==> src/rtl/instruction_fetch_pkg.sv <==
// Shared definitions for the fetch stage.
// - fetch_state_e : fetch FSM states (wait for memory, hold for decode, flush stale
//                   request, halted on fault)
// - PC_INCREMENT  : sequential PC step in bytes
// - OPC_*         : RV base opcode values, also decoded by control_unit from
//                   fetch_op_code
package instruction_fetch_pkg;

    typedef enum logic [1:0] {
        S_WAIT  = 2'd0,
        S_HOLD  = 2'd1,
        S_FLUSH = 2'd2,
        S_HALT  = 2'd3
    } fetch_state_e;

    localparam int unsigned PC_INCREMENT = 4;

    localparam logic [6:0] OPC_LOAD   = 7'b0000011;
    localparam logic [6:0] OPC_OP_IMM = 7'b0010011;
    localparam logic [6:0] OPC_AUIPC  = 7'b0010111;
    localparam logic [6:0] OPC_STORE  = 7'b0100011;
    localparam logic [6:0] OPC_OP     = 7'b0110011;
    localparam logic [6:0] OPC_LUI    = 7'b0110111;
    localparam logic [6:0] OPC_BRANCH = 7'b1100011;
    localparam logic [6:0] OPC_JALR   = 7'b1100111;
    localparam logic [6:0] OPC_JAL    = 7'b1101111;
    localparam logic [6:0] OPC_SYSTEM = 7'b1110011;

endpackage

==> src/rtl/instruction_fetch_if.sv <==
// Bundle of the fetch stage's external signals.
// - im_req/im_addr/im_ack/im_rdata            : instruction-memory request/response
// - redirect_en/redirect_pc                   : new PC from execute
// - fetch_valid/fetch_ready                   : handshake toward decode
// - fetch_instruction/fetch_op_code/fetch_pc  : held instruction, its opcode and PC
// - fetch_fault                               : sticky misaligned-redirect flag
// master = fetch stage, slave = memory/decode/execute side.
interface instruction_fetch_if #(
    parameter int unsigned WORDSIZE         = 64,
    parameter int unsigned INSTRUCTION_SIZE = 32
);
    logic                        im_req;
    logic [WORDSIZE-1:0]         im_addr;
    logic                        im_ack;
    logic [INSTRUCTION_SIZE-1:0] im_rdata;
    logic                        redirect_en;
    logic [WORDSIZE-1:0]         redirect_pc;
    logic                        fetch_valid;
    logic                        fetch_ready;
    logic [INSTRUCTION_SIZE-1:0] fetch_instruction;
    logic [6:0]                  fetch_op_code;
    logic [WORDSIZE-1:0]         fetch_pc;
    logic                        fetch_fault;

    modport master (
        output im_req, im_addr, fetch_valid, fetch_instruction, fetch_op_code,
               fetch_pc, fetch_fault,
        input  im_ack, im_rdata, redirect_en, redirect_pc, fetch_ready
    );

    modport slave (
        input  im_req, im_addr, fetch_valid, fetch_instruction, fetch_op_code,
               fetch_pc, fetch_fault,
        output im_ack, im_rdata, redirect_en, redirect_pc, fetch_ready
    );
endinterface

==> src/rtl/instruction_fetch_pc.sv <==
// Program counter register.
// - clk, rst_n  : clock, asynchronous active-low reset (pc -> RESET_PC)
// - load_en     : pc <= load_value (takes priority over increment)
// - load_value  : redirect target
// - incr_en     : pc <= pc + PC_INCREMENT, wrapping modulo 2^WORDSIZE
// - pc          : current program counter
module program_counter
    import instruction_fetch_pkg::*;
#(
    parameter int unsigned         WORDSIZE = 64,
    parameter logic [WORDSIZE-1:0] RESET_PC = '0
) (
    input  logic                clk,
    input  logic                rst_n,
    input  logic                load_en,
    input  logic [WORDSIZE-1:0] load_value,
    input  logic                incr_en,
    output logic [WORDSIZE-1:0] pc
);

    logic [WORDSIZE-1:0] pc_q;

    always_ff @(posedge clk or negedge rst_n) begin
        if (!rst_n) begin
            pc_q <= RESET_PC;
        end else if (load_en) begin
            pc_q <= load_value;
        end else if (incr_en) begin
            pc_q <= pc_q + WORDSIZE'(PC_INCREMENT);
        end
    end

    assign pc = pc_q;

endmodule

==> src/rtl/instruction_fetch.sv <==
// Fetch stage: owns the PC, requests instruction memory and holds one instruction
// for decode.
// - clk, rst_n : clock, asynchronous active-low reset
// - bus        : instruction_fetch_if.master (memory request/response, redirect
//                input, decode handshake, held instruction/PC/opcode, fault flag)
module instruction_fetch
    import instruction_fetch_pkg::*;
#(
    parameter int unsigned         WORDSIZE         = 64,
    parameter int unsigned         INSTRUCTION_SIZE = 32,
    parameter logic [WORDSIZE-1:0] RESET_PC         = '0
) (
    input  logic                 clk,
    input  logic                 rst_n,
    instruction_fetch_if.master  bus
);

    fetch_state_e                state_q, state_d;
    logic [WORDSIZE-1:0]         req_addr_q, req_addr_d;
    logic [INSTRUCTION_SIZE-1:0] instr_q, instr_d;
    logic [WORDSIZE-1:0]         fpc_q, fpc_d;
    logic                        fault_q, fault_d;

    logic                        pc_load;
    logic                        pc_incr;
    logic [WORDSIZE-1:0]         pc;
    logic                        misaligned;

    // In S_WAIT pc always equals req_addr, so a plain increment gives req_addr + 4.
    program_counter #(
        .WORDSIZE (WORDSIZE),
        .RESET_PC (RESET_PC)
    ) u_pc (
        .clk        (clk),
        .rst_n      (rst_n),
        .load_en    (pc_load),
        .load_value (bus.redirect_pc),
        .incr_en    (pc_incr),
        .pc         (pc)
    );

    assign misaligned = bus.redirect_pc[1:0] != 2'b00;

    always_ff @(posedge clk or negedge rst_n) begin
        if (!rst_n) begin
            state_q    <= S_WAIT;
            req_addr_q <= RESET_PC;
            instr_q    <= '0;
            fpc_q      <= '0;
            fault_q    <= 1'b0;
        end else begin
            state_q    <= state_d;
            req_addr_q <= req_addr_d;
            instr_q    <= instr_d;
            fpc_q      <= fpc_d;
            fault_q    <= fault_d;
        end
    end

    always_comb begin
        state_d    = state_q;
        req_addr_d = req_addr_q;
        instr_d    = instr_q;
        fpc_d      = fpc_q;
        fault_d    = fault_q;
        pc_load    = 1'b0;
        pc_incr    = 1'b0;

        if (bus.redirect_en && state_q != S_HALT) begin
            // Redirect wins over ack and ready in the same cycle.
            if (misaligned) begin
                state_d = S_HALT;
                fault_d = 1'b1;
            end else begin
                pc_load = 1'b1;
                case (state_q)
                    S_WAIT: begin
                        if (bus.im_ack) begin
                            req_addr_d = bus.redirect_pc;
                        end else begin
                            // Keep req_addr: the outstanding request must stay stable.
                            state_d = S_FLUSH;
                        end
                    end
                    S_HOLD: begin
                        req_addr_d = bus.redirect_pc;
                        state_d    = S_WAIT;
                    end
                    default: ;
                endcase
            end
        end else begin
            case (state_q)
                S_WAIT: begin
                    if (bus.im_ack) begin
                        instr_d = bus.im_rdata;
                        fpc_d   = req_addr_q;
                        pc_incr = 1'b1;
                        state_d = S_HOLD;
                    end
                end
                S_HOLD: begin
                    if (bus.fetch_ready) begin
                        req_addr_d = pc;
                        state_d    = S_WAIT;
                    end
                end
                S_FLUSH: begin
                    if (bus.im_ack) begin
                        req_addr_d = pc;
                        state_d    = S_WAIT;
                    end
                end
                default: ;
            endcase
        end
    end

    // Gated by rst_n so the request drops the moment reset asserts.
    assign bus.im_req            = rst_n && (state_q == S_WAIT || state_q == S_FLUSH);
    assign bus.im_addr           = req_addr_q;
    assign bus.fetch_valid       = state_q == S_HOLD;
    assign bus.fetch_instruction = instr_q;
    assign bus.fetch_op_code     = instr_q[6:0];
    assign bus.fetch_pc          = fpc_q;
    assign bus.fetch_fault       = fault_q;

endmodule
==> src/flat_wrapper.sv <==
// flat-port wrapper written by rule: the top's interface ports become plain ports
module instruction_fetch_flat import instruction_fetch_pkg::*;
#(
    parameter int unsigned         WORDSIZE         = 64,
    parameter int unsigned         INSTRUCTION_SIZE = 32,
    parameter logic [WORDSIZE-1:0] RESET_PC         = '0
)
  (clk, rst_n, bus_im_req, bus_im_addr, bus_fetch_valid, bus_fetch_instruction, bus_fetch_op_code, bus_fetch_pc, bus_fetch_fault, bus_im_ack, bus_im_rdata, bus_redirect_en, bus_redirect_pc, bus_fetch_ready);
  instruction_fetch_if #(.WORDSIZE(WORDSIZE), .INSTRUCTION_SIZE(INSTRUCTION_SIZE)) bus_i ();
  input  logic clk;
  input  logic rst_n;
  output wire logic [$bits(bus_i.im_req)-1:0] bus_im_req;
  output wire logic [$bits(bus_i.im_addr)-1:0] bus_im_addr;
  output wire logic [$bits(bus_i.fetch_valid)-1:0] bus_fetch_valid;
  output wire logic [$bits(bus_i.fetch_instruction)-1:0] bus_fetch_instruction;
  output wire logic [$bits(bus_i.fetch_op_code)-1:0] bus_fetch_op_code;
  output wire logic [$bits(bus_i.fetch_pc)-1:0] bus_fetch_pc;
  output wire logic [$bits(bus_i.fetch_fault)-1:0] bus_fetch_fault;
  input wire logic [$bits(bus_i.im_ack)-1:0] bus_im_ack;
  input wire logic [$bits(bus_i.im_rdata)-1:0] bus_im_rdata;
  input wire logic [$bits(bus_i.redirect_en)-1:0] bus_redirect_en;
  input wire logic [$bits(bus_i.redirect_pc)-1:0] bus_redirect_pc;
  input wire logic [$bits(bus_i.fetch_ready)-1:0] bus_fetch_ready;
  assign bus_im_req = bus_i.im_req;
  assign bus_im_addr = bus_i.im_addr;
  assign bus_fetch_valid = bus_i.fetch_valid;
  assign bus_fetch_instruction = bus_i.fetch_instruction;
  assign bus_fetch_op_code = bus_i.fetch_op_code;
  assign bus_fetch_pc = bus_i.fetch_pc;
  assign bus_fetch_fault = bus_i.fetch_fault;
  assign bus_i.im_ack = bus_im_ack;
  assign bus_i.im_rdata = bus_im_rdata;
  assign bus_i.redirect_en = bus_redirect_en;
  assign bus_i.redirect_pc = bus_redirect_pc;
  assign bus_i.fetch_ready = bus_fetch_ready;
  instruction_fetch #(.WORDSIZE(WORDSIZE), .INSTRUCTION_SIZE(INSTRUCTION_SIZE), .RESET_PC(RESET_PC)) u_core (.clk(clk), .rst_n(rst_n), .bus(bus_i));
endmodule
==> config.mk <==
export PLATFORM = sky130hd
export DESIGN_NAME = instruction_fetch_flat
export DESIGN_NICKNAME = d
export VERILOG_FILES = /design/src/rtl/instruction_fetch_pkg.sv /design/src/rtl/instruction_fetch_if.sv /design/src/rtl/instruction_fetch_pc.sv /design/src/rtl/instruction_fetch.sv /design/src/flat_wrapper.sv
export SDC_FILE = /design/constraint.sdc
export NUM_CORES = 1
export LEC_CHECK = 0
export CAP_MARGIN = 20
export CORE_MARGIN = 4
export CORE_UTILIZATION = 35
export CTS_BUF_LIST = sky130_fd_sc_hd__clkbuf_4 sky130_fd_sc_hd__clkbuf_8
export CTS_CLUSTER_DIAMETER = 40
export DETAILED_ROUTE_END_ITERATION = 8
export SYNTH_ARGS = -nofsm -noshare
export SYNTH_HDL_FRONTEND = slang
export SYNTH_SLANG_ARGS = --single-unit
==> constraint.sdc <==
create_clock -name clk -period 2.8 [get_ports clk]
set_clock_uncertainty 0.1 [all_clocks]
set_input_delay 0.42 -clock clk [delete_from_list [all_inputs] [get_ports clk]]
set_output_delay 0.42 -clock clk [all_outputs]
set_load 0.01 [all_outputs]
# Word level (Yosys, flattened, before mapping)
# Index checks and enable logic that the tools add are counted.
[totals] reg_bits=227 output_inout_bits=170
[classes] n_reduce_logical=12 add_sub_neg=1 bitwise_logic=1 muxes=22 eq_ne=11
[op_table] cell="$mux 64" count=7
[op_table] cell="$pmux 64 s2" count=2
[op_table] cell="$add 64x3->64 const B" count=1
[op_table] cell="$mux 2" count=6
[op_table] cell="$reduce_and 6->1" count=2
[op_table] cell="$ne 4x3->1 const B" count=2
[op_table] cell="$ne 3x2->1 const B" count=2
[op_table] cell="$ne 3x3->1 const B" count=2
[op_table] cell="$pmux 2 s3" count=1
[op_table] cell="$mux 1" count=5
[op_table] cell="$ne 2x2->1 const B" count=2
[op_table] cell="$pmux 2 s2" count=1
[op_table] cell="$reduce_bool 2->1" count=2
[op_table] cell="$reduce_bool 4->1" count=1
[op_table] cell="$ne 3x1->1 const B" count=1
[op_table] cell="$reduce_and 3->1" count=1
[op_table] cell="$reduce_bool 3->1" count=1
[op_table] cell="$eq 2x1->1 const B" count=1
[op_table] cell="$eq 2x2->1 const B" count=1
[op_table] cell="$logic_and 1x1->1" count=2
[op_table] cell="$logic_not 2->1" count=1
[op_table] cell="$reduce_and 2->1" count=1
[op_table] cell="$logic_or 1x1->1" count=1
[op_table] cell="$not 1->1" count=1

# Longest topological paths before layout
# Gate-level depths: netlist of run 1.
[depth] word_depth=5 depth_mapped=10

# By module
# Synthesis of run 1 repeated with hierarchy kept, for this count alone.
[hier_totals] cells_unflattened=879 hier_area_um2=10859.2
[modules_own_cells] mod="instruction_fetch" area_per_inst_um2=7090.6 cells_each=449 seq_area_each_um2=4078.9 instances=1
[modules_own_cells] mod="program_counter" area_per_inst_um2=3768.6 cells_each=430 seq_area_each_um2=1601.5 instances=1

# Worst setup path before layout of run 1
# OpenSTA, ideal clock, no wires.
[synth_timing] path_type="reg2reg" startpoint="register u_core.state_q[0]" endpoint="register u_core.req_addr_q[24], in the netlist u_core.bus.im_addr[24]" path_stages_with_launch=11 setup_time_ns=0.083 setup_slack_ns=0.309 t_required_ns=2.617 arrival_time_ns=2.309 cell_sequence="dfrtp_1 > ha_1 > nor2b_1 > clkbuf_1 > o32ai_1 > a22oi_1 > clkbuf_1 > clkbuf_1 > clkbuf_1 > nand2_1 > o21ai_0"
[synth_between] elab_chain_cells=4
[synth_rtl] element="start: declaration" line_no="instruction_fetch.sv:18" rtl="fetch_state_e state_q, state_d;"
[synth_rtl] element="start signal: assignment" line_no="instruction_fetch.sv:52" rtl="state_q <= state_d;"
[synth_rtl] element="$ne 2x2->1 (tied with other cells)" line_no="instruction_fetch.sv:69" rtl="if (bus.redirect_en && state_q != S_HALT) begin"
[synth_rtl] element="$logic_and 1x1->1 or $pmux 64 s2 (tied branches)" line_no="instruction_fetch.sv:69, instruction_fetch.sv:76"
[synth_rtl] element="$ne 3x3->1 (no line) (tied with other cells)"
[synth_rtl] element="$reduce_and 6->1 (no line) or $mux 64 (tied branches)"
[synth_rtl] element="end signal: assignment" line_no="instruction_fetch.sv:53" rtl="req_addr_q <= req_addr_d;"
[synth_rtl] element="end: declaration" line_no="instruction_fetch.sv:19" rtl="logic [WORDSIZE-1:0] req_addr_q, req_addr_d;"
# Several ways; a longest one is shown, not always the timed one. The select of a mux whose other input is x is not followed.
# A chain may end at the register's enable or synchronous reset.

# Worst setup path in the final report of run 1
[layout_timing] startpoint="register u_core.state_q[0]" endpoint="output bus_im_req"
[layout_between] elab_chain_cells=3
[layout_rtl] element="$eq 2x2->1 or $logic_not 2->1 (tied branches)" line_no="instruction_fetch.sv:120" rtl="assign bus.im_req = rst_n && (state_q == S_WAIT || state_q == S_FLUSH);"
[layout_rtl] element="$logic_or 1x1->1 (*)" line_no="instruction_fetch.sv:120"
[layout_rtl] element="$logic_and 1x1->1 (*)" line_no="instruction_fetch.sv:120"
[layout_rtl] element="end: declaration" line_no="flat_wrapper.sv:12" rtl="output wire logic [$bits(bus_i.im_req)-1:0] bus_im_req;"
# Every way passes the cells marked *; elsewhere a longest branch is shown, timed or not.

==> results of run 1 <==
==> cells by family (layout without fill, tap and decap cells) <==
logic type,count (synthesis),after routing
XOR/XNOR,3,3
buffers and inverters,94,415
multiplexers,62,62
other,0,1
AO/OA/AOI/OAI,212,212
flip-flops,227,227
AND/OR/NAND/NOR,623,623
adder cells (fa/ha/maj),5,5
==> through the flow <==
step / hold WS (ns) / instance area, um2
floorplan: 0.0244 / 11000
global placement: 0.121 / 14300
detailed placement: 0.121 / 14300
CTS: 0.115 / 15300
global route: 0.120 / 15300
finish: 0.152 / 15300
==> final timing paths <==
| check | start | end | slack (ns) | cells after the start |
|---|---|---|---|---|
| setup / recovery | u_core.state_q[0]$_DFFE_PN0P_ | bus_im_req | 0.23 | 4 |
| hold / removal | rst_n | u_core.bus.fetch_instruction[0]$_DFFE_PN0P_ | 0.15 | 2 |
| setup reg to reg | u_core.u_pc.pc[26]$_DFFE_PN0P_ | u_core.u_pc.pc[42]$_DFFE_PN0P_ | 0.24 | 5 |
| hold reg to reg | u_core.bus.fetch_pc[58]$_DFFE_PN0P_ | u_core.bus.fetch_pc[58]$_DFFE_PN0P_ | 0.37 | 2 |
| max in group asynchronous | rst_n | u_core.bus.fetch_instruction[20]$_DFFE_PN0P_ | 1.28 | 3 |
| min in group clk | bus_im_rdata[3] | u_core.bus.fetch_instruction[3]$_DFFE_PN0P_ | 0.29 | 3 |
==> sequential cells by signal, summed over array words and instances (netlist names) <==
| name | count |
|---|---|
| u_core.bus.fetch_instruction | 32 |
| u_core.bus.fetch_pc | 64 |
| u_core.bus.fetch_fault | 1 |
| u_core.bus.im_addr | 64 |
| u_core.u_pc.pc | 64 |
| u_core.state_q | 2 |
==> cell type report <==
type / instances / share of cell area (%)
timing repair buffer: 320 / 20.4
sequential: 227 / 37.0
inverter: 9 / 0.220
tap: 396 / 3.23
multi-input combinational: 905 / 32.2
clock buffer: 68 / 5.57
clock inverter: 18 / 1.30
antenna: 1 / 0.0163
==> cells in the mapped netlist (3+ instances only) <==
| cell type | n | area [um2] |
|---|---|---|
| nor2b_1 | 3 | 18.8 |
| a222oi_1 | 3 | 30.0 |
| nand4_1 | 29 | 181 |
| nor4_1 | 27 | 169 |
| buf_1 | 9 | 33.8 |
| o21bai_1 | 3 | 22.5 |
| nor2_1 | 34 | 128 |
| nor3_1 | 13 | 65.1 |
| buf_4 | 7 | 52.6 |
| nand2_1 | 416 | 1560 |
| mux2i_1 | 61 | 611 |
| nand2b_1 | 3 | 18.8 |
| a22oi_1 | 21 | 158 |
| or4b_1 | 3 | 30.0 |
| a31oi_1 | 8 | 50.1 |
| ha_1 | 5 | 62.6 |
| a221o_1 | 12 | 120 |
| dfrtp_1 | 227 | 5680 |
| and2_1 | 7 | 43.8 |
| or3_1 | 6 | 37.5 |
| xnor2_1 | 3 | 26.3 |
| and3_1 | 12 | 75.1 |
| a21o_1 | 7 | 52.6 |
| nand3_1 | 36 | 180 |
| o311ai_0 | 13 | 114 |
| or4_1 | 13 | 97.6 |
| and4_1 | 6 | 52.6 |
| o211ai_1 | 16 | 120 |
| a211oi_1 | 3 | 22.5 |
| a21oi_1 | 20 | 100 |
| inv_1 | 9 | 33.8 |
| buf_2 | 5 | 25.0 |
| clkbuf_1 | 64 | 240 |
| o21ai_0 | 92 | 460 |
==> power breakdown <==
part	total [uW]	internal, uW	switching [uW]
registers	6070	4740	1330
logic	6450	3270	3190
clock network	3850	2340	1510
==> routing by layer <==
metal	part of all wire, %	up-vias	track usage [%]
met3	6.7	59	4.54
met2	46	335	32.1
met4	1.9	0	5.26
li1	-	4899	-
met1	45	4868	28.0
met5	0	-	0
==> reports/results.txt, run 1 <==
Final GP Congestion: 0.843
largest net degree at the start of global routing: 168
top_reg_cell synth: dfrtp_1
Synth Register Bits: 227
Reg area: 5680 um2
PwrDens: 1070 nW/um2
antenna-violating nets left: 0
area occupied by multi-input gates: 4940 um2
Net Count, Synth: 1332
Slew @ Worst Pin: 0.960 ns
Tcrit/Tclk final: 91.6%
wire per inst: 17.9 um
GRT overflow: 0
final core area utilization: 49.9%
CP cell instances: inv_1 > ha_1 > o21a_1 > clkdlybuf4s50_1
Core ar.: 30700 um2
commonest non-fill, non-tap cells in the layout: nand2_1, clkdlybuf4s50_1, dfrtp_1
all-layer global routing usage: 20.2%
Final HPWL DP: 24.2 mm
Setup crit end kind: primary output
port buffer count: 270
XOR/XNOR Fraction of Synth Area: 0.240%
fraction of layout cells with a size suffix above 1: 9.95%
Final Worst Setup Slack: 0.235 ns
slowest stage delay, CP: 0.54 ns
CTS buffer count: 46
Worst-path clk slew: 0.06 ns
Post-Synthesis Cells: 1226
main combinational cell family by area after synthesis: simple AND/OR/NAND/NOR gates
hold_buf cts: 1
WP data required: 2.28 ns
Final Power: 16400 uW
Final setup viols: 0
Min Clock Period, post-route: 2.57 ns
count of cell types in the netlist: 56
buffer and inverter count on the worst path: 2
Root Driver: clkbuf_8
Netlist Area Pre-Place: 11000 um2
Chip Width: 185 um
Max Cap Violations: 0
Finished Layout Cells: 1944
Post-synth ARST share: 100%
setup TNS: 0 ns
Worst EP arrival: 2.05 ns
endpoints failing hold: 0
htree depth: 2
Rows: 64
Yosys warning count: 0
status: completed
initial antenna violation count: 1
layout net count: 1615
Lkg Pwr: 0.00690 uW
RSZ-0062 raised after global routing: no
crit start category: flip-flop
post-CTS setup buffers: 0
global-route wire length before repair: 56.4 mm
vias post-DR: 10200
fraction of the mapped netlist area in simple logic gates: 25.6%
initial DRC count: 719
Pre-antenna DRT Iters: 5
Post-route DRC: 0
vias in the first global route: 10300
Die H: 185 um
Clock Latency Late Sink: 0.56 ns
most common cell after layout, fill and taps aside: nand2_1
area delta synth->final: 40.0%
Synth Area in Compound Gates: 12.6%
critical-path maximum fanout: 7
Post-Syn Area per Cell: 8.94 um2
critical path's top delay family: buffers and inverters
CTS max path bufs: 3
fmax: 0.390 GHz
cts repair resizes: 0
Num Clock Sinks: 227
DIE AREA: 34200 um2
DP Worst Slack: 0.0945 ns
Max stage delay cell, worst path: clkdlybuf4s50_1
Fillers: 2908
Via density: 5.23
max-slew violation count: 0
Crit Path Category: flip-flop to primary output
post-synthesis adder-cell area fraction: 0.571%
num ports: 271
worst hold path type: primary input to asynchronous set/reset pin
sequential fraction of the synthesis area: 51.8%
Initial Util: 35.6%
Post-synth EDFFs: 0
drt total wl: 34.8 mm
CTS tree: built
dpl cells: 1856
mux contribution to synthesized area: 5.68%
Max-slew headroom: 36.0%
worst vdd ir: 0.458 mV
Note: power is estimated with default switching activity, not from simulation.
==> run 2: changes to the inputs <==
Settings changed: CELL_PAD_IN_SITES_DETAIL_PLACEMENT set to 0, CELL_PAD_IN_SITES_GLOBAL_PLACEMENT set to 1, PLACE_DENSITY_LB_ADDON set to 0.1.
==> reports/results.txt, run 2 (synthesized netlist as in run 1, its figures left out) <==
worst vdd ir: 0.466 mV (was 0.458 mV)
FF-to-FF setup slack: 0.17 ns (was 0.24 ns)
Via density: 5.16 (was 5.23)
area delta synth->final: 40.1% (was 40.0%)
global-route wire length before repair: 56.3 mm (was 56.4 mm)
Initial Util: 35.6% (unchanged)
CTS tree: built (unchanged)
layout net count: 1623 (was 1615)
fraction of layout cells with a size suffix above 1: 10.3% (was 9.95%)
met1 WL: 16.0 mm (was 15.7 mm)
GRT overflow: 0 (unchanged)
dpl cells: 1864 (was 1856)
Final HPWL DP: 24.7 mm (was 24.2 mm)
Worst-path clk slew: 0.06 ns (about the same)
Worst EP arrival: 3.01 ns (was 2.05 ns)
Lkg Pwr: 0.00691 uW (was 0.00690 uW)
num ports: 271 (unchanged)
final instance area: 15400 um2 (was 15300 um2)
DR WL met2: 16.1 mm (about the same)
Crit Path Category: flip-flop to flip-flop (was flip-flop to primary output)
Max-slew headroom: 35.2% (was 36.0%)
commonest non-fill, non-tap cells in the layout: nand2_1, clkdlybuf4s50_1, dfrtp_1 (unchanged)
slowest stage delay, CP: 0.59 ns (was 0.54 ns)
initial DRC count: 522 (was 719)
Max Cap Violations: 0 (unchanged)
Post-route DRC: 0 (unchanged)
Min Clock Period, post-route: 2.63 ns (was 2.57 ns)
CP cell instances: nand4_1 > or4_1 > or3_1 > or4_1 > nand3_1 (was inv_1 > ha_1 > o21a_1 > clkdlybuf4s50_1)
largest net degree at the start of global routing: 75 (was 168)
setup TNS: 0 ns (unchanged)
hold slack final: 0.217 ns (was 0.152 ns)
worst r2r dst: u_core.u_pc.pc[48]$_DFFE_PN0P_ (was u_core.u_pc.pc[42]$_DFFE_PN0P_)
wire per inst: 18.1 um (was 17.9 um)
Chip Width: 185 um (unchanged)
WP data required: 3.18 ns (was 2.28 ns)
post-CTS setup buffers: 0 (unchanged)
Clock Power Share: 22.3% (was 23.5%)
met3 wire length: 2.41 mm (was 2.33 mm)
reg2reg path depth: 5 (unchanged)
critical-path maximum fanout: 9 (was 7)
Logic pwr share: 40.4% (was 39.4%)
fmax: 0.381 GHz (was 0.390 GHz)
FF-to-FF Start: u_core.u_pc.pc[26]$_DFFE_PN0P_ (unchanged)
uppermost routed layer: met4 (unchanged)
Max stage delay cell, worst path: or4_1 (was clkdlybuf4s50_1)
Final GP Congestion: 0.844 (was 0.843)
max-slew violation count: 0 (unchanged)
endpoints failing hold: 0 (unchanged)
initial antenna violation count: 0 (was 1)
area post-placement: 14300 um2 (about the same)
vias in the first global route: 10200 (was 10300)
CTS buffer count: 46 (unchanged)
DIE AREA: 34200 um2 (unchanged)
Root Driver: clkbuf_8 (unchanged)
sw frac: 37.0% (was 36.8%)
antenna-violating nets left: 0 (unchanged)
sequential share of power: 37.3% (was 37.0%)
Num Clock Sinks: 227 (unchanged)
port buffer count: 270 (unchanged)
crit start category: flip-flop (unchanged)
status: completed (unchanged)
Setup crit start: u_core.u_pc.pc[26]$_DFFE_PN0P_ (was u_core.state_q[0]$_DFFE_PN0P_)
Core ar.: 30700 um2 (unchanged)
Die H: 185 um (unchanged)
Final setup viols: 0 (unchanged)
all-layer global routing usage: 20.1% (was 20.2%)
worst hold path type: primary input to asynchronous set/reset pin (unchanged)
Internal: 10200 uW (was 10300 uW)
Tcrit/Tclk final: 93.8% (was 91.6%)
htree depth: 2 (unchanged)
CTS max path bufs: 3 (unchanged)
Rows: 64 (unchanged)
most common cell after layout, fill and taps aside: nand2_1 (unchanged)
RSZ-0062 raised after global routing: no (unchanged)
drt total wl: 35.2 mm (was 34.8 mm)
Net Sw Power: 5980 uW (was 6030 uW)
Finished Layout Cells: 1948 (was 1944)
most frequent CP cell: or4_1
Clock Latency Late Sink: 0.56 ns (about the same)
Pre-antenna DRT Iters: 7 (was 5)
Slew @ Worst Pin: 0.971 ns (was 0.960 ns)
vias post-DR: 10000 (was 10200)
PwrDens: 1050 nW/um2 (was 1070 nW/um2)
Diodes inserted: 0 (was 1)
Setup crit end kind: flip-flop (was primary output)
## run 2: cell count changes in the layout (fill, tap and decap cells not counted), sizes merged
cell,delta
buf,+8
inv,+2
clkinvlp,-1
clkinv,-6
bufinv,-4
clkbuf,+6
diode,-1
## run 2: worst max path at each step
stage	end	slack, ns	depth (start not counted)
2_1_floorplan	u_core.bus.im_addr[24]$_DFFE_PN0P_	0.31	10
3_3_place_gp	u_core.u_pc.pc[62]$_DFFE_PN0P_	0.0004	6
3_5_place_dp	u_core.u_pc.pc[62]$_DFFE_PN0P_	-0.09	6
4_1_cts	u_core.u_pc.pc[62]$_DFFE_PN0P_	0.07	7
5_1_grt	u_core.u_pc.pc[61]$_DFFE_PN0P_	0.02	6
6_report	u_core.u_pc.pc[48]$_DFFE_PN0P_	0.17	5
## run 2: area by class of cell
cell class              count  area, um2
fillers                  2987      15400
flip-flops and latches    227       5680
multi-input cells         905       4940
repair buffers            328       3200
clock buffers              74        943
well taps                 396        495
clock inverters             9       60.1
inverters                   9       33.8
## run 2: critical path: cells and delay by family, from the launching register on
kind	cells	cell delay, ns
AND/OR/NAND/NOR	5	1.99
flip-flops	1	0.46
## run 2: power groups by stage
stage	Combinational, uW	Clock (uW)	Sequential, uW
after floorplan	2840	0	6250
final	6530	3610	6030
after global placement	6530	0	6050
after detailed placement	6620	0	6060
after global routing	7250	3900	6280
after CTS	6650	3740	6030
## run 2: metrics by stage
stage               total power, uW  setup WS [ns]  util (%)
floorplan                      9100          0.309         -
global placement              12600       0.000426      46.6
detailed placement            12700        -0.0870      46.6
CTS                           16400         0.0727      49.9
global route                  17400         0.0152      49.9
finish                        16200          0.174      49.9
## run 2: layer usage
metal,vias up,track usage [%]
met4,0,5.37
met1,4778,27.6
met5,-,0
li1,4887,-
met3,54,4.42
met2,326,32.5
## run 2: what timing repair did
action / in CTS / in global routing
resized for setup: 0 / 1
setup endpoints to repair: 0 / 2
endpoints found under the hold margin: 24 / 0
hold buffers: 1 / 0
==> run 3: changes to the inputs <==
Clock period 2.8 ns to 3 ns, I/O delays scaled along.
==> reports/results.txt, run 3 (synthesized netlist as in run 1, its figures left out) <==
status: completed (unchanged)
WP data required: 3.39 ns (was 3.18 ns)
met3 Track Usage GR: 4.32% (was 4.42%)
critical path's top delay family: simple AND/OR/NAND/NOR gates (unchanged)
initial antenna violation count: 0 (unchanged)
Min Clock Period, post-route: 2.60 ns (was 2.63 ns)
vias post-DR: 9945 (was 10000)
setup TNS: 0 ns (unchanged)
RSZ-0062 raised after global routing: no (unchanged)
CTS max path bufs: 3 (unchanged)
drt total wl: 35.4 mm (was 35.2 mm)
GRT overflow: 0 (unchanged)
port buffer count: 270 (unchanged)
initial DRC count: 549 (was 522)
Slew @ Worst Pin: 0.995 ns (was 0.971 ns)
slowest stage delay, CP: 0.59 ns (about the same)
area delta synth->final: 38.9% (was 40.1%)
GR Util met1: 28.7% (was 27.6%)
Worst-path clk slew: 0.06 ns (about the same)
Max Cap Violations: 0 (unchanged)
Initial Util: 35.6% (unchanged)
CTS buffer count: 47 (was 46)
reg2reg path depth: 5 (unchanged)
met2 Track Usage GR: 31.6% (was 32.5%)
fmax: 0.384 GHz (was 0.381 GHz)
Diodes inserted: 0 (unchanged)
area occupied by multi-input gates: 4940 um2 (about the same)
Num Clock Sinks: 227 (unchanged)
Via density: 5.15 (was 5.16)
most common cell after layout, fill and taps aside: nand2_1 (unchanged)
Lkg Pwr: 0.00685 uW (was 0.00691 uW)
Tcrit/Tclk final: 86.8% (was 93.8%)
Pre-antenna DRT Iters: 5 (was 7)
Chip Width: 185 um (unchanged)
Max-slew headroom: 33.7% (was 35.2%)
Max stage delay cell, worst path: or4_1 (unchanged)
commonest non-fill, non-tap cells in the layout: nand2_1, clkdlybuf4s50_1, dfrtp_1 (unchanged)
GRT Max-Usage Layer: met2 (unchanged)
Final setup viols: 0 (unchanged)
max-slew violation count: 0 (unchanged)
final core area utilization: 49.5% (was 49.9%)
Die H: 185 um (unchanged)
Fillers: 2972 (was 2987)
Setup crit end kind: flip-flop (unchanged)
Final HPWL DP: 24.1 mm (was 24.7 mm)
Final Power: 15000 uW (was 16200 uW)
worst vdd ir: 0.570 mV (was 0.466 mV)
worst r2r dst: u_core.u_pc.pc[55]$_DFFE_PN0P_ (was u_core.u_pc.pc[48]$_DFFE_PN0P_)
fraction of layout cells with a size suffix above 1: 9.31% (was 10.3%)
critical-path maximum fanout: 10 (was 9)
FF-to-FF Start: u_core.u_pc.pc[10]$_DFFE_PN0P_ (was u_core.u_pc.pc[26]$_DFFE_PN0P_)
crit start category: flip-flop (unchanged)
endpoints failing hold: 0 (unchanged)
FF-to-FF setup slack: 0.40 ns (was 0.17 ns)
Reg area: 5680 um2 (unchanged)
largest net degree at the start of global routing: 150 (was 75)
CP cell instances: nand4_1 > nor3_2 > nand4_1 > or4_1 > nand3_1 (was nand4_1 > or4_1 > or3_1 > or4_1 > nand3_1)
Root Driver: clkbuf_8 (unchanged)
Final GP Congestion: 0.851 (was 0.844)
antenna-violating nets left: 0 (unchanged)
Worst EP arrival: 3.00 ns (was 3.01 ns)
layout net count: 1610 (was 1623)
vias in the first global route: 10000 (was 10200)
worst hold path type: primary input to asynchronous set/reset pin (unchanged)
Rows: 64 (unchanged)
wire per inst: 18.3 um (was 18.1 um)
cts repair resizes: 0 (unchanged)
most frequent CP cell: nand4_1 (was or4_1)
CTS tree: built (unchanged)
all-layer global routing usage: 20.3% (was 20.1%)
DIE AREA: 34200 um2 (unchanged)
Post-route DRC: 0 (unchanged)
htree depth: 2 (unchanged)
Crit Path Category: flip-flop to flip-flop (unchanged)
Core ar.: 30700 um2 (unchanged)
PwrDens: 986 nW/um2 (was 1050 nW/um2)
Clock Latency Late Sink: 0.56 ns (about the same)
global-route wire length before repair: 56.7 mm (was 56.3 mm)
buffer and inverter count on the worst path: 0 (unchanged)
num ports: 271 (unchanged)
[run 3: changes by cell type in the layout (fill, tap and decap cells not counted)]
cell / change
buf_4: -14
clkbuf_8: -6
clkinv_2: +5
bufinv_16: +2
clkinvlp_4: -2
inv_6: -2
clkbuf_4: +1
nor4_1: +1
nor4_2: -1
[run 3: area by class of cell]
class / instances / share of cell area (%)
clock buffer: 69 / 5.71
clock inverter: 12 / 0.740
inverter: 9 / 0.222
multi-input combinational: 905 / 32.4
sequential: 227 / 37.3
tap: 396 / 3.26
timing repair buffer: 314 / 20.3
[run 3: through the flow]
| step | area (um2) | setup WS, ns | std cells | hold WS (ns) |
|---|---|---|---|---|
| after floorplan | 11000 | 0.509 | 1226 | 0.0544 |
| after global placement | 14200 | 0.222 | 1850 | 0.152 |
| after detailed placement | 14200 | 0.234 | 1850 | 0.152 |
| after CTS | 15200 | 0.369 | 1932 | 0.164 |
| after global routing | 15200 | 0.290 | 1932 | 0.173 |
| final | 15200 | 0.395 | 1932 | 0.200 |
[run 3: metal layers]
| metal | vias up | part of all wire, % |
|---|---|---|
| li1 | 4865 | - |
| met1 | 4716 | 46 |
| met2 | 310 | 45 |
| met3 | 54 | 6.5 |
| met4 | 0 | 2.2 |
| met5 | - | 0 |
[run 3: how the worst max path moves through the flow]
stage | startpoint | end | slack [ns] | cells past startpoint
final | u_core.u_pc.pc[10]$_DFFE_PN0P_ | u_core.u_pc.pc[55]$_DFFE_PN0P_ | 0.40 | 5
after global routing | u_core.u_pc.pc[23]$_DFFE_PN0P_ | u_core.u_pc.pc[62]$_DFFE_PN0P_ | 0.29 | 6
after CTS | u_core.state_q[0]$_DFFE_PN0P_ | bus_im_req | 0.37 | 4
after detailed placement | bus_im_ack | u_core.u_pc.pc[62]$_DFFE_PN0P_ | 0.23 | 6
after global placement | bus_im_ack | u_core.u_pc.pc[62]$_DFFE_PN0P_ | 0.22 | 6
after floorplan | u_core.state_q[0]$_DFFE_PN0P_ | u_core.bus.im_addr[24]$_DFFE_PN0P_ | 0.51 | 10
[run 3: power by group]
group / internal, uW / switching [uW] / leakage [uW]
logic: 3010 / 2920 / 0.00342
registers: 4420 / 1270 / 0.00289
clock network: 2020 / 1360 / 0.000526
total: 9450 / 5550 / 0.00685
[run 3: timing repair]
item,4_1_cts,5_1_grt
buffers inserted,0,0
hold buffers,1,0
endpoints found under the hold margin,5,0
[run 3: worst reg2reg max path: cells and delay by family (launching register included)]
family	cells	cell delay, ns
DFF	1	0.50
and+or+nand+nor	5	1.96
